<file path="src/rtl/elevator_pkg.sv">
// Shared definitions for the elevator cabin slice: state-word and request bit
// positions, floor codes and the cabin FSM encoding.
package elevator_pkg;

  localparam int ST_MOVING    = 3;
  localparam int ST_DIR_UP    = 2;
  localparam int ST_FLOOR_MSB = 1;
  localparam int ST_FLOOR_LSB = 0;

  localparam logic [1:0] FLOOR_1 = 2'd0;
  localparam logic [1:0] FLOOR_2 = 2'd1;
  localparam logic [1:0] FLOOR_3 = 2'd2;
  localparam logic [1:0] FLOOR_4 = 2'd3;

  localparam int REQ_W      = 10;
  localparam int REQ_F1_UP  = 0;
  localparam int REQ_F2_DN  = 1;
  localparam int REQ_F2_UP  = 2;
  localparam int REQ_F3_DN  = 3;
  localparam int REQ_F3_UP  = 4;
  localparam int REQ_F4_DN  = 5;
  localparam int REQ_CAB_F1 = 6;
  localparam int REQ_CAB_F2 = 7;
  localparam int REQ_CAB_F3 = 8;
  localparam int REQ_CAB_F4 = 9;

  typedef enum logic [2:0] {
    CAB_IDLE,
    CAB_TRAVEL,
    CAB_OPENING,
    CAB_OPEN,
    CAB_CLOSING
  } cabin_state_t;

endpackage

</file>
<file path="src/rtl/elevator_cabin_if.sv">
// Dispatcher <-> cabin signal bundle. The obstruccion beam input exists only
// when ELEVATOR_DOOR_OBSTRUCT_EN is defined.
interface elevator_cabin_if;
  import elevator_pkg::*;

  logic [3:0]       estado;
  logic [REQ_W-1:0] s;
  logic             cambio_piso;
  logic             esperar;
  logic             puerta_abierta;
  logic [REQ_W-1:0] atendido;
`ifdef ELEVATOR_DOOR_OBSTRUCT_EN
  logic             obstruccion;

  modport master (output estado, s, obstruccion,
                  input  cambio_piso, esperar, puerta_abierta, atendido);
  modport slave  (input  estado, s, obstruccion,
                  output cambio_piso, esperar, puerta_abierta, atendido);
`else
  modport master (output estado, s,
                  input  cambio_piso, esperar, puerta_abierta, atendido);
  modport slave  (input  estado, s,
                  output cambio_piso, esperar, puerta_abierta, atendido);
`endif
endinterface

</file>
<file path="src/rtl/elevator_door_fsm.sv">
// Cabin state sequencing (idle/travel/door cycle) with the shared door timer.
// Obstruction re-open is compiled in with ELEVATOR_DOOR_OBSTRUCT_EN.
module elevator_door_fsm
  import elevator_pkg::*;
#(
  parameter int DOOR_MOVE_CYCLES = 10,
  parameter int DOOR_OPEN_CYCLES = 100,
  parameter int CNT_W            = 7
) (
  input  logic         clk,
  input  logic         reset,
  input  logic         moving,
  input  logic         hit,
`ifdef ELEVATOR_DOOR_OBSTRUCT_EN
  input  logic         obstruccion,
`endif
  output cabin_state_t state,
  output logic         open_entry,
  output logic         esperar,
  output logic         puerta_abierta
);

  cabin_state_t     nxt;
  logic [CNT_W-1:0] dcnt, dcnt_nxt;
  logic             obstruct;

`ifdef ELEVATOR_DOOR_OBSTRUCT_EN
  assign obstruct = obstruccion;
`else
  assign obstruct = 1'b0;
`endif

  always_ff @(posedge clk) begin
    if (reset) begin
      state          <= CAB_IDLE;
      dcnt           <= '0;
      esperar        <= 1'b0;
      puerta_abierta <= 1'b0;
    end else begin
      state          <= nxt;
      dcnt           <= dcnt_nxt;
      esperar        <= (nxt == CAB_OPENING) || (nxt == CAB_OPEN) || (nxt == CAB_CLOSING);
      puerta_abierta <= (nxt == CAB_OPEN);
    end
  end

  // Only the OPENING->OPEN edge raises open_entry, so an obstruction re-open never re-serves.
  always_comb begin
    nxt        = state;
    dcnt_nxt   = dcnt;
    open_entry = 1'b0;
    case (state)
      CAB_IDLE: begin
        if (moving) begin
          nxt = CAB_TRAVEL;
        end else if (hit) begin
          nxt      = CAB_OPENING;
          dcnt_nxt = '0;
        end
      end
      CAB_TRAVEL: begin
        if (!moving) begin
          nxt      = CAB_OPENING;
          dcnt_nxt = '0;
        end
      end
      CAB_OPENING: begin
        if (dcnt == CNT_W'(DOOR_MOVE_CYCLES - 1)) begin
          nxt        = CAB_OPEN;
          dcnt_nxt   = '0;
          open_entry = 1'b1;
        end else begin
          dcnt_nxt = dcnt + CNT_W'(1);
        end
      end
      CAB_OPEN: begin
        if (obstruct) begin
          dcnt_nxt = '0;
        end else if (dcnt == CNT_W'(DOOR_OPEN_CYCLES - 1)) begin
          nxt      = CAB_CLOSING;
          dcnt_nxt = '0;
        end else begin
          dcnt_nxt = dcnt + CNT_W'(1);
        end
      end
      CAB_CLOSING: begin
        if (obstruct) begin
          nxt      = CAB_OPEN;
          dcnt_nxt = '0;
        end else if (dcnt == CNT_W'(DOOR_MOVE_CYCLES - 1)) begin
          nxt      = CAB_IDLE;
          dcnt_nxt = '0;
        end else begin
          dcnt_nxt = dcnt + CNT_W'(1);
        end
      end
      default: begin
        nxt      = CAB_IDLE;
        dcnt_nxt = '0;
      end
    endcase
  end

endmodule

</file>
<file path="src/rtl/elevator_cabin.sv">
// Cabin/door side of the elevator loop: floor-crossing toggle, door hold and
// served-request clear pulses. Optional macro: ELEVATOR_DOOR_OBSTRUCT_EN.
module elevator_cabin
  import elevator_pkg::*;
#(
  parameter int TRAVEL_CYCLES    = 50,
  parameter int DOOR_MOVE_CYCLES = 10,
  parameter int DOOR_OPEN_CYCLES = 100
) (
  input  logic             clk,
  input  logic             reset,
  elevator_cabin_if.slave  bus
);

  localparam int MAX_A      = (TRAVEL_CYCLES > DOOR_MOVE_CYCLES) ? TRAVEL_CYCLES : DOOR_MOVE_CYCLES;
  localparam int MAX_CYCLES = (MAX_A > DOOR_OPEN_CYCLES) ? MAX_A : DOOR_OPEN_CYCLES;
  localparam int CNT_W      = $clog2(MAX_CYCLES);

  // Requests cleared when the doors open at floor fl travelling in direction up.
  function automatic logic [REQ_W-1:0] serve_mask(input logic [1:0] fl, input logic up);
    logic [REQ_W-1:0] m;
    m = '0;
    case (fl)
      FLOOR_1: begin
        m[REQ_CAB_F1] = 1'b1;
        m[REQ_F1_UP]  = 1'b1;
      end
      FLOOR_2: begin
        m[REQ_CAB_F2] = 1'b1;
        if (up) m[REQ_F2_UP] = 1'b1;
        else    m[REQ_F2_DN] = 1'b1;
      end
      FLOOR_3: begin
        m[REQ_CAB_F3] = 1'b1;
        if (up) m[REQ_F3_UP] = 1'b1;
        else    m[REQ_F3_DN] = 1'b1;
      end
      default: begin
        m[REQ_CAB_F4] = 1'b1;
        m[REQ_F4_DN]  = 1'b1;
      end
    endcase
    return m;
  endfunction

  logic [1:0]       floor;
  logic             up, moving, hit;
  cabin_state_t     state;
  logic             open_entry, esperar, puerta_abierta;
  logic [CNT_W-1:0] tcnt;
  logic             cambio_piso;
  logic [REQ_W-1:0] atendido;

  assign floor  = bus.estado[ST_FLOOR_MSB:ST_FLOOR_LSB];
  assign up     = bus.estado[ST_DIR_UP];
  assign moving = bus.estado[ST_MOVING];
  assign hit    = |((serve_mask(floor, 1'b1) | serve_mask(floor, 1'b0)) & bus.s);

  elevator_door_fsm #(
    .DOOR_MOVE_CYCLES (DOOR_MOVE_CYCLES),
    .DOOR_OPEN_CYCLES (DOOR_OPEN_CYCLES),
    .CNT_W            (CNT_W)
  ) u_door (
    .clk            (clk),
    .reset          (reset),
    .moving         (moving),
    .hit            (hit),
`ifdef ELEVATOR_DOOR_OBSTRUCT_EN
    .obstruccion    (bus.obstruccion),
`endif
    .state          (state),
    .open_entry     (open_entry),
    .esperar        (esperar),
    .puerta_abierta (puerta_abierta)
  );

  // Travel counter restarts from 0 whenever travel is (re)entered or abandoned.
  always_ff @(posedge clk) begin
    if (reset) begin
      tcnt        <= '0;
      cambio_piso <= 1'b0;
      atendido    <= '0;
    end else begin
      atendido <= open_entry ? (serve_mask(floor, up) & bus.s) : '0;
      if ((state == CAB_TRAVEL) && moving) begin
        if (tcnt == CNT_W'(TRAVEL_CYCLES - 1)) begin
          tcnt        <= '0;
          cambio_piso <= ~cambio_piso;
        end else begin
          tcnt <= tcnt + CNT_W'(1);
        end
      end else begin
        tcnt <= '0;
      end
    end
  end

  assign bus.cambio_piso    = cambio_piso;
  assign bus.esperar        = esperar;
  assign bus.puerta_abierta = puerta_abierta;
  assign bus.atendido       = atendido;

endmodule

</file>
<file path="src/flat_wrapper.sv">
// flat-port wrapper written by rule: the top's interface ports become plain ports
module elevator_cabin_flat import elevator_pkg::*;
#(
  parameter int TRAVEL_CYCLES    = 50,
  parameter int DOOR_MOVE_CYCLES = 10,
  parameter int DOOR_OPEN_CYCLES = 100
)
  (clk, reset, bus_estado, bus_s, bus_cambio_piso, bus_esperar, bus_puerta_abierta, bus_atendido);
  elevator_cabin_if bus_i ();
  input  logic clk;
  input  logic reset;
  input wire logic [$bits(bus_i.estado)-1:0] bus_estado;
  input wire logic [$bits(bus_i.s)-1:0] bus_s;
  output wire logic [$bits(bus_i.cambio_piso)-1:0] bus_cambio_piso;
  output wire logic [$bits(bus_i.esperar)-1:0] bus_esperar;
  output wire logic [$bits(bus_i.puerta_abierta)-1:0] bus_puerta_abierta;
  output wire logic [$bits(bus_i.atendido)-1:0] bus_atendido;
  assign bus_i.estado = bus_estado;
  assign bus_i.s = bus_s;
  assign bus_cambio_piso = bus_i.cambio_piso;
  assign bus_esperar = bus_i.esperar;
  assign bus_puerta_abierta = bus_i.puerta_abierta;
  assign bus_atendido = bus_i.atendido;
  elevator_cabin #(.TRAVEL_CYCLES(TRAVEL_CYCLES), .DOOR_MOVE_CYCLES(DOOR_MOVE_CYCLES), .DOOR_OPEN_CYCLES(DOOR_OPEN_CYCLES)) u_core (.clk(clk), .reset(reset), .bus(bus_i));
endmodule
</file>
<file path="config.mk">
export PLATFORM = sky130hd
export DESIGN_NAME = elevator_cabin_flat
export DESIGN_NICKNAME = d
export VERILOG_FILES = /design/src/rtl/elevator_pkg.sv /design/src/rtl/elevator_cabin_if.sv /design/src/rtl/elevator_door_fsm.sv /design/src/rtl/elevator_cabin.sv /design/src/flat_wrapper.sv
export SDC_FILE = /design/constraint.sdc
export NUM_CORES = 1
export LEC_CHECK = 0
export BUFFER_PORTS_ARGS = -buffer_cell sky130_fd_sc_hd__buf_2
export CORE_MARGIN = 3
export CORE_UTILIZATION = 53
export CTS_CLUSTER_DIAMETER = 40
export DETAILED_ROUTE_END_ITERATION = 10
export PLACE_DENSITY = 0.83
export SLEW_MARGIN = 20
export SYNTH_ARGS = -nofsm -noshare
export SYNTH_HDL_FRONTEND = slang
export SYNTH_SLANG_ARGS = --single-unit
</file>
<file path="constraint.sdc">
create_clock -name clk -period 2.4 [get_ports clk]
set_clock_uncertainty 0.2 [all_clocks]
set_input_delay 0.48 -clock clk [delete_from_list [all_inputs] [get_ports clk]]
set_output_delay 0.48 -clock clk [all_outputs]
set_load 0.05 [all_outputs]
</file>
==> results.toml, run 1 <==
[status]
status = "finished clean"

[setup_path]
critPathLaunch = "u_core.u_door.dcnt[0]"
cp_max_fo = 5
reg2reg_from = "u_core.u_door.dcnt[0]"
worst_setup_path_end_kind = "register"
cp.required_ns = 2.46
cp-start-kind = "register"
cp.arrival_ns = 2.31
worstSetupPathType = "reg -> reg"

[synthesis]
seq_area_frac_synth_pct = 44.1
netlist_top_cells_area = "dfxtp_1 44%, nor2_1 4.4%, a21oi_1 4.0%"
yosysMostFrequentCell = "dfxtp_1"
synth_area_um2 = 1360
synth_nets = 163
ys_ff_latch = 30
syn_inst = 143
synth.distinct_cells = 41
synth_edf_count = 0
synth_top_area_cell = "dfxtp_1"
avgSynthCellArea_um2 = 9.53
synthFlopType = "dfxtp_1"
synth_common_cells = "30 x dfxtp_1, 16 x nor2_1, 11 x a21oi_1"
async_flop_share_pct = 0
synth_top_area_share_pct = 44.1
yosys_warnings = 0

[placement]
dp.cells = 197
dpl_cell_area_um2 = 1510
port-buffer-count = 28
dp_hpwl_um = 1930
gp_congestion = 0.773

[floorplan]
core_um2 = 2320
die-width_um = 56.7
start_util_pct = 58.8
die_h_um = 56.7
die_area_um2 = 3220
rows = 17
io_pins = 29

[cts]
clk_latency_ns = 0.32
cts_max_level = 2
clk_pin_slew_ns = 0.08
cts_root_buffer = "clkbuf_4"
cts_resized = 0
hold_buffers = 0
post-cts-setup-buffers = 0
numCtsBuffers = 5
cts_tree = "done"
cts_buffer_depth = 2
cts.sinks = 30

[grt]
grt_max_degree = 11
grt_usage_pct = 16.4
grt_pass1_vias = 1028
antenna_found_initial = 0
grt_overflow = 0
grt_pass1_wl_um = 4220

[power_and_ir_drop]
peakVddDrop_v = 0.000510
total_leakage_power_nw = 0.645
total_power_w = 0.000976
p_per_area_nw_per_um2 = 616

[detailed_routing]
vias = 1108
remaining_drc_errors = 0
first_iter_violations = 36
drt_wl_total_um = 2460
post_drt_wl_per_cell_um = 12.0
dr.pass1.iters = 4
viasPerCell = 5.40
drtAntennaViolNets = 0

[sta]
hold_slack_ns = 0.185
relSlewSlack_pct = 74.6
fmax_ghz = 0.445
fin_setup_tns_ns = 0
rsz0062_at_grt = "no"
period_share_pct = 93.6
final-setup-viol-count = 0
slew_violations = 0
min_period_ns = 2.25
hold_violations = 0
tightest_slew_ns = 0.376

[layout]
drive_above_1_share_pct = 28.8
syn2layout_area_growth_pct = 16.3
instances_no_fill = 205
nFillCells = 194
antenna_cells = 0
nets = 196
fin_area_um2 = 1590

[min_path]
hold_path.class = "in -> reg"
hold_start = "bus_s[8]"

[run]
cap_violations = 0
## logic make-up after synthesis
logic type / after synthesis / share of synthesized area, %
flops: 30 / 44.1
buf+inv: 11 / 5.60
compound gates: 24 / 13.4
xor+xnor: 7 / 4.50
fa+ha+maj: 4 / 3.67
simple gates: 67 / 28.7
## power by group
part	switching, W	total, W	internal, W
Clock	0.000160	0.000360	0.000200
Sequential	0.0000143	0.000521	0.000507
Combinational	0.0000536	0.0000952	0.0000416
Total	0.000228	0.000976	0.000749
## final cells by class
class	count	area (µm²)	area share (%)
clock buffers	8	78.8	4.97
inverters	6	22.5	1.42
multi-input cells	102	686	43.3
flip-flops and latches	30	601	37.9
well taps	28	35.0	2.21
repair buffers	31	163	10.3
## worst max-delay path: stages, from the launching register on
cell and delay, ns:
dfxtp_1 0.42, ha_1 0.18, nor4bb_1 0.39, nand4_1 0.23
or2_2 0.34, nor3_1 0.24, and3b_1 0.19
## routing by layer
metal	GRT usage [%]	vias to the layer above	routed length (µm)
met5	0	-	0
met4	6.78	0	25
met3	5.29	5	154
met2	26.4	24	1170
met1	19.9	505	1110
li1	-	574	-
## path summary, 6_finish.rpt
kind                                 end  slack (ns)  cells after the start
setup reg to reg  u_core.bus.atendido[1]        0.15                      6
hold reg to reg           u_core.tcnt[0]        0.29                      1
hold / removal    u_core.bus.atendido[8]        0.18                      2
setup / recovery  u_core.bus.atendido[1]        0.15                      6
## flip-flops by register name (all words and copies together) (netlist names)
| signal | cells |
|---|---|
| u_core.bus.atendido | 10 |
| u_core.tcnt | 7 |
| u_core.u_door.dcnt | 7 |
| u_core.u_door.state | 3 |
| u_core.bus.cambio_piso | 1 |
| u_core.u_door.esperar | 1 |
| u_core.u_door.puerta_abierta | 1 |
## placed cells by master, fill, tap and decap left out, types with 4 or more instances in the layout
cell type / netlist / final
a21oi_1: 11 / 11
and2_1: 6 / 6
buf_2: 0 / 28
clkbuf_4: 0 / 5
dfxtp_1: 30 / 30
ha_1: 4 / 4
inv_1: 6 / 6
nand2_1: 4 / 4
nand3_1: 7 / 7
nor2_1: 16 / 16
nor3_1: 8 / 8
xor2_1: 4 / 4
## stage by stage
step                      util [%]  setup WS [ns]
final                         68.4          0.154
after global routing          68.4         0.0428
after CTS                     68.4          0.193
after detailed placement      65.0          0.103
after global placement        65.0          0.147
after floorplan                  -          0.379
Power figures use the tool's default switching activity.
==> run 2, diff against run 1 <==
--- a/config.mk
+++ b/config.mk
@@ -10,7 +10,7 @@
 export CORE_UTILIZATION = 53
 export CTS_CLUSTER_DIAMETER = 40
 export DETAILED_ROUTE_END_ITERATION = 10
-export PLACE_DENSITY = 0.83
+export PLACE_DENSITY_LB_ADDON = 0.08
 export SLEW_MARGIN = 20
 export SYNTH_ARGS = -nofsm -noshare
 export SYNTH_HDL_FRONTEND = slang
==> run 2 against run 1 <==
Utilization shrank 0.54 points. Critical path depth grew 1. Hold slack lost 0.0098 ns. Fmax grew 2.0%.
==> results.toml, run 2 (same netlist as run 1, synthesis figures left out) <==
[status]
status = "finished clean"

[detailed_routing]
drt_wl_total_um = 2560
viasPerCell = 5.43
drtAntennaViolNets = 0
first_iter_violations = 26
post_drt_wl_per_cell_um = 12.5
remaining_drc_errors = 0
dr.pass1.iters = 4
vias = 1113

[layout]
drive_above_1_share_pct = 28.8
fin_area_um2 = 1570
antenna_cells = 0
top_register = "u_core.bus.atendido"
syn2layout_area_growth_pct = 15.4
nets = 196
seqCellArea_um2 = 601
final_common_cell = "dfxtp_1"
instances_no_fill = 205
nFillCells = 199
reg.largest.list = "u_core.bus.atendido x10, u_core.tcnt x7, u_core.u_door.dcnt x7"
largest_reg_flops = 10
final_cell_mix = "30 x dfxtp_1, 28 x buf_2, 16 x nor2_1"
multi_input_area_um2 = 692

[sta]
fmax_ghz = 0.454
rsz0062_at_grt = "no"
relSlewSlack_pct = 74.8
fin_setup_tns_ns = 0
slew_violations = 0
tightest_slew_ns = 0.375
period_share_pct = 91.8
min_period_ns = 2.20
layout_setup_ws_ns = 0.197
final-setup-viol-count = 0
hold_violations = 0

[setup_path]
worst_setup_path_end_kind = "register"
cp_max_fo = 4
cp-start-kind = "register"
max_stage_delay_ns = 0.34
slowest_stage = "dfxtp_1"
cp.arrival_ns = 2.28
cp_top_family = "simple AND/OR/NAND/NOR gates"
crit_buf_inv = 1
path_cells = "inv_1, ha_1, nor4bb_2, nand4_1, or2_2, nor3_1, and3b_1"
worstSetupPathType = "reg -> reg"
cp.required_ns = 2.47

[placement]
port-buffer-count = 28
dpl_cell_area_um2 = 1510
place_ws_ns = 0.0893
dp_hpwl_um = 1930
dp.cells = 197
gp_congestion = 0.811

[min_path]
hold_path.class = "in -> reg"

[cts]
clk_latency_ns = 0.32
hold_buffers = 0
numCtsBuffers = 5
cts_root_buffer = "clkbuf_4"
clk_pin_slew_ns = 0.09
cts_max_level = 2
cts_tree = "done"
cts_buffer_depth = 2
post-cts-setup-buffers = 0
cts.sinks = 30

[grt]
grt_max_degree = 11
grt_pass1_wl_um = 4490
grt_pass1_vias = 1024
antenna_found_initial = 0
grt_usage_pct = 17.7
grt_overflow = 0

[power_and_ir_drop]
total_leakage_power_nw = 0.636
total_power_w = 0.000928
peakVddDrop_v = 0.000459
p_per_area_nw_per_um2 = 590

[floorplan]
io_pins = 29
rows = 17
start_util_pct = 58.8
die-width_um = 56.7
die_area_um2 = 3220
core_um2 = 2320
die_h_um = 56.7

[run]
cap_violations = 0
[run 2: cell types whose count changed in the layout (fill, tap and decap cells not counted), sizes merged]
| cell | before | now |
|---|---|---|
| clkinv | 0 | 1 |
| clkbuf | 8 | 7 |
[run 2: layout make-up]
class	count	area share, %
multi-input cells	102	44.0
flip-flops and latches	30	38.2
repair buffers	31	10.3
clock buffers	7	3.50
well taps	28	2.23
inverters	6	1.43
clock inverters	1	0.318
[run 2: report_power, final]
part	leakage, nW	switching [W]	internal [W]
registers	0.243	0.0000138	0.000507
clock network	0.0353	0.000167	0.000142
logic	0.358	0.0000559	0.0000419
total	0.636	0.000237	0.000691
[run 2: what timing repair did]
| item | 4_1_cts | 5_1_grt |
|---|---|---|
| endpoints found under the setup margin | 0 | 3 |
| resized for setup | 0 | 1 |
| hold endpoints to repair | 0 | 0 |
[run 2: per-stage QoR]
stage                     util [%]  hold slack [ns]
after floorplan                  -            0.230
after global placement        65.0            0.244
after detailed placement      65.0            0.262
after CTS                     67.6            0.164
after global routing          67.8            0.169
final                         67.8            0.175
[run 2: worst paths after layout]
check	startpoint	end	slack [ns]	cells past startpoint
worst max register to register	u_core.u_door.dcnt[1]	u_core.bus.atendido[1]	0.20	7
worst max-delay path	u_core.u_door.dcnt[1]	u_core.bus.atendido[1]	0.20	7
worst min register to register	u_core.tcnt[0]	u_core.tcnt[0]	0.28	1
worst min-delay path	bus_s[0]	u_core.bus.atendido[0]	0.17	2
[run 2: worst register-to-register path, stage by stage (launching register included)]
cell	delay (ns)
dfxtp_1	0.34
inv_1	0.10
ha_1	0.16
nor4bb_2	0.34
nand4_1	0.23
or2_2	0.34
nor3_1	0.24
and3b_1	0.20
[run 2: per-layer routing]
metal  share of wire [%]  track usage, %
met5                   0               0
met1                  47            22.9
met2                  45            26.7
met3                 7.2            7.36
met4                0.94            5.08
==> run 3, diff against run 2 <==
--- a/config.mk
+++ b/config.mk
@@ -6,6 +6,7 @@
 export NUM_CORES = 1
 export LEC_CHECK = 0
 export BUFFER_PORTS_ARGS = -buffer_cell sky130_fd_sc_hd__buf_2
+export CORE_ASPECT_RATIO = 0.8
 export CORE_MARGIN = 3
 export CORE_UTILIZATION = 53
 export CTS_CLUSTER_DIAMETER = 40
==> run 3 against run 2 <==
Clock-buffer cell count stayed put. Sequential share of layout area shrank 0.21 points. Largest cell class unchanged. Largest power group unchanged. Critical endpoint unchanged. Sequential power hardly changed. Die area up 0.11%. Utilization grew 1.2 points. Clock power increased by 2%.
==> results.toml, run 3 (same netlist as run 1, synthesis figures left out) <==
[status]
status = "finished clean"

[power_and_ir_drop]
total_leakage_power_nw = 0.630
p_comb_share_pct = 10.5
pwr-share-seq_pct = 55.9
total_power_w = 0.000934
p_per_area_nw_per_um2 = 591
p_int_w = 0.000691
switching_share_pct = 26.0
power_switching_w = 0.000243
peakVddDrop_v = 0.000349
clkPwrFrac_pct = 33.6

[grt]
grt_max_degree = 14
grt_usage_pct = 19.0
antenna_found_initial = 0
grt_overflow = 0
grt_pass1_vias = 1107
grt_pass1_wl_um = 4610

[floorplan]
die-width_um = 62.7
rows = 15
die_area_um2 = 3220
start_util_pct = 59.5
core_um2 = 2290
die_h_um = 51.4
io_pins = 29

[cts]
cts_root_buffer = "clkbuf_4"
numCtsBuffers = 5
cts_tree = "done"
cts_buffer_depth = 2
clk_latency_ns = 0.34
cts.sinks = 30
hold_buffers = 0
clk_pin_slew_ns = 0.09
cts_max_level = 2

[layout]
final_core_util_pct = 69.1
instances_no_fill = 210
final_cell_mix = "30 x dfxtp_1, 28 x buf_2, 16 x nor2_1"
largest_reg_flops = 10
antenna_cells = 0
seqCellArea_um2 = 601
drive_above_1_share_pct = 28.4
reg.largest.list = "u_core.bus.atendido x10, u_core.tcnt x7, u_core.u_door.dcnt x7"
final_common_cell = "dfxtp_1"
nFillCells = 205
syn2layout_area_growth_pct = 16.1
nets = 195
top_register = "u_core.bus.atendido"
multi_input_area_um2 = 701

[detailed_routing]
vias = 1133
first_iter_violations = 28
post_drt_wl_per_cell_um = 12.9
drtAntennaViolNets = 0
dr.pass1.iters = 4
remaining_drc_errors = 0
drt_wl_total_um = 2710
viasPerCell = 5.40

[sta]
tightest_slew_ns = 0.501
fin_setup_tns_ns = 0
fmax_ghz = 0.448
min_period_ns = 2.23
period_share_pct = 92.9
final-setup-viol-count = 0
rsz0062_at_grt = "no"
slew_violations = 0
hold_violations = 0
relSlewSlack_pct = 66.3

[placement]
dp_hpwl_um = 1990
dp.cells = 202
port-buffer-count = 28
gp_congestion = 0.782

[setup_path]
cp.arrival_ns = 2.31
slowest_stage = "dfxtp_1"
worstSetupPathType = "reg -> reg"
path_cells = "ha_1, nor4bb_4, nand4_1, or2_2, nor3_1, and3b_1"
crit_buf_inv = 0
cp.required_ns = 2.48
cp_max_fo = 5
worst_setup_path_end_kind = "register"
cp-start-kind = "register"
max_stage_delay_ns = 0.43
cp_top_family = "simple AND/OR/NAND/NOR gates"

[run]
cap_violations = 0

[min_path]
hold_path.class = "in -> reg"
[run 3: cell types whose count changed in the layout (fill, tap and decap cells not counted)]
cell,delta
nor4bb_4,+1
buf_4,-1
nor4bb_2,-1
[run 3: what timing repair did]
item | CTS | global route
buffers inserted | 0 | 0
endpoints found under the setup margin | 0 | 3
gates resized for setup | 0 | 2
[run 3: power groups by stage]
stage	logic [W]	clock network [W]	registers (W)
6_report	0.0000984	0.000314	0.000522
5_1_grt	0.000109	0.000345	0.000524
4_1_cts	0.0000967	0.000319	0.000521
3_5_place_dp	0.0000958	0	0.000533
3_3_place_gp	0.0000924	0	0.000532
2_1_floorplan	0.0000705	0	0.000532
[run 3: final timing paths]
path                            end                   from  slack (ns)  cells after the start
max          u_core.bus.atendido[1]  u_core.u_door.dcnt[0]        0.17                      6
min          u_core.bus.atendido[0]               bus_s[0]        0.16                      2
max reg2reg  u_core.bus.atendido[1]  u_core.u_door.dcnt[0]        0.17                      6
min reg2reg          u_core.tcnt[0]         u_core.tcnt[0]        0.29                      1
[run 3: stage by stage]
stage | instance area (µm²) | hold slack [ns] | setup WS (ns)
after floorplan | 1360 | 0.230 | 0.379
after global placement | 1510 | 0.246 | 0.0977
final | 1580 | 0.161 | 0.170
after detailed placement | 1510 | 0.266 | 0.0494
after global routing | 1580 | 0.151 | 0.0193
after CTS | 1570 | 0.154 | 0.0918
[run 3: per-layer routing]
layer  vias up  GRT usage [%]  wire length (µm)
li1        572              -                 -
met1       518           21.8              1280
met2        34           29.9              1180
met3         9           7.69               180
met4         0           11.7                64
met5         -              0                 0
[run 3: worst register-to-register path, delay by kind of cell (launching register included)]
family,cells,cell delay [ns]
flip-flops,1,0.43
AND/OR/NAND/NOR,5,1.36
adder cells (fa/ha/maj),1,0.19
[run 3: cell type report]
cell class              count  area share (%)
inverters                   6            1.42
clock buffers               7            3.48
well taps                  34            2.69
multi-input cells         102            44.3
flip-flops and latches     30            38.0
repair buffers             30            9.81
clock inverters             1           0.316
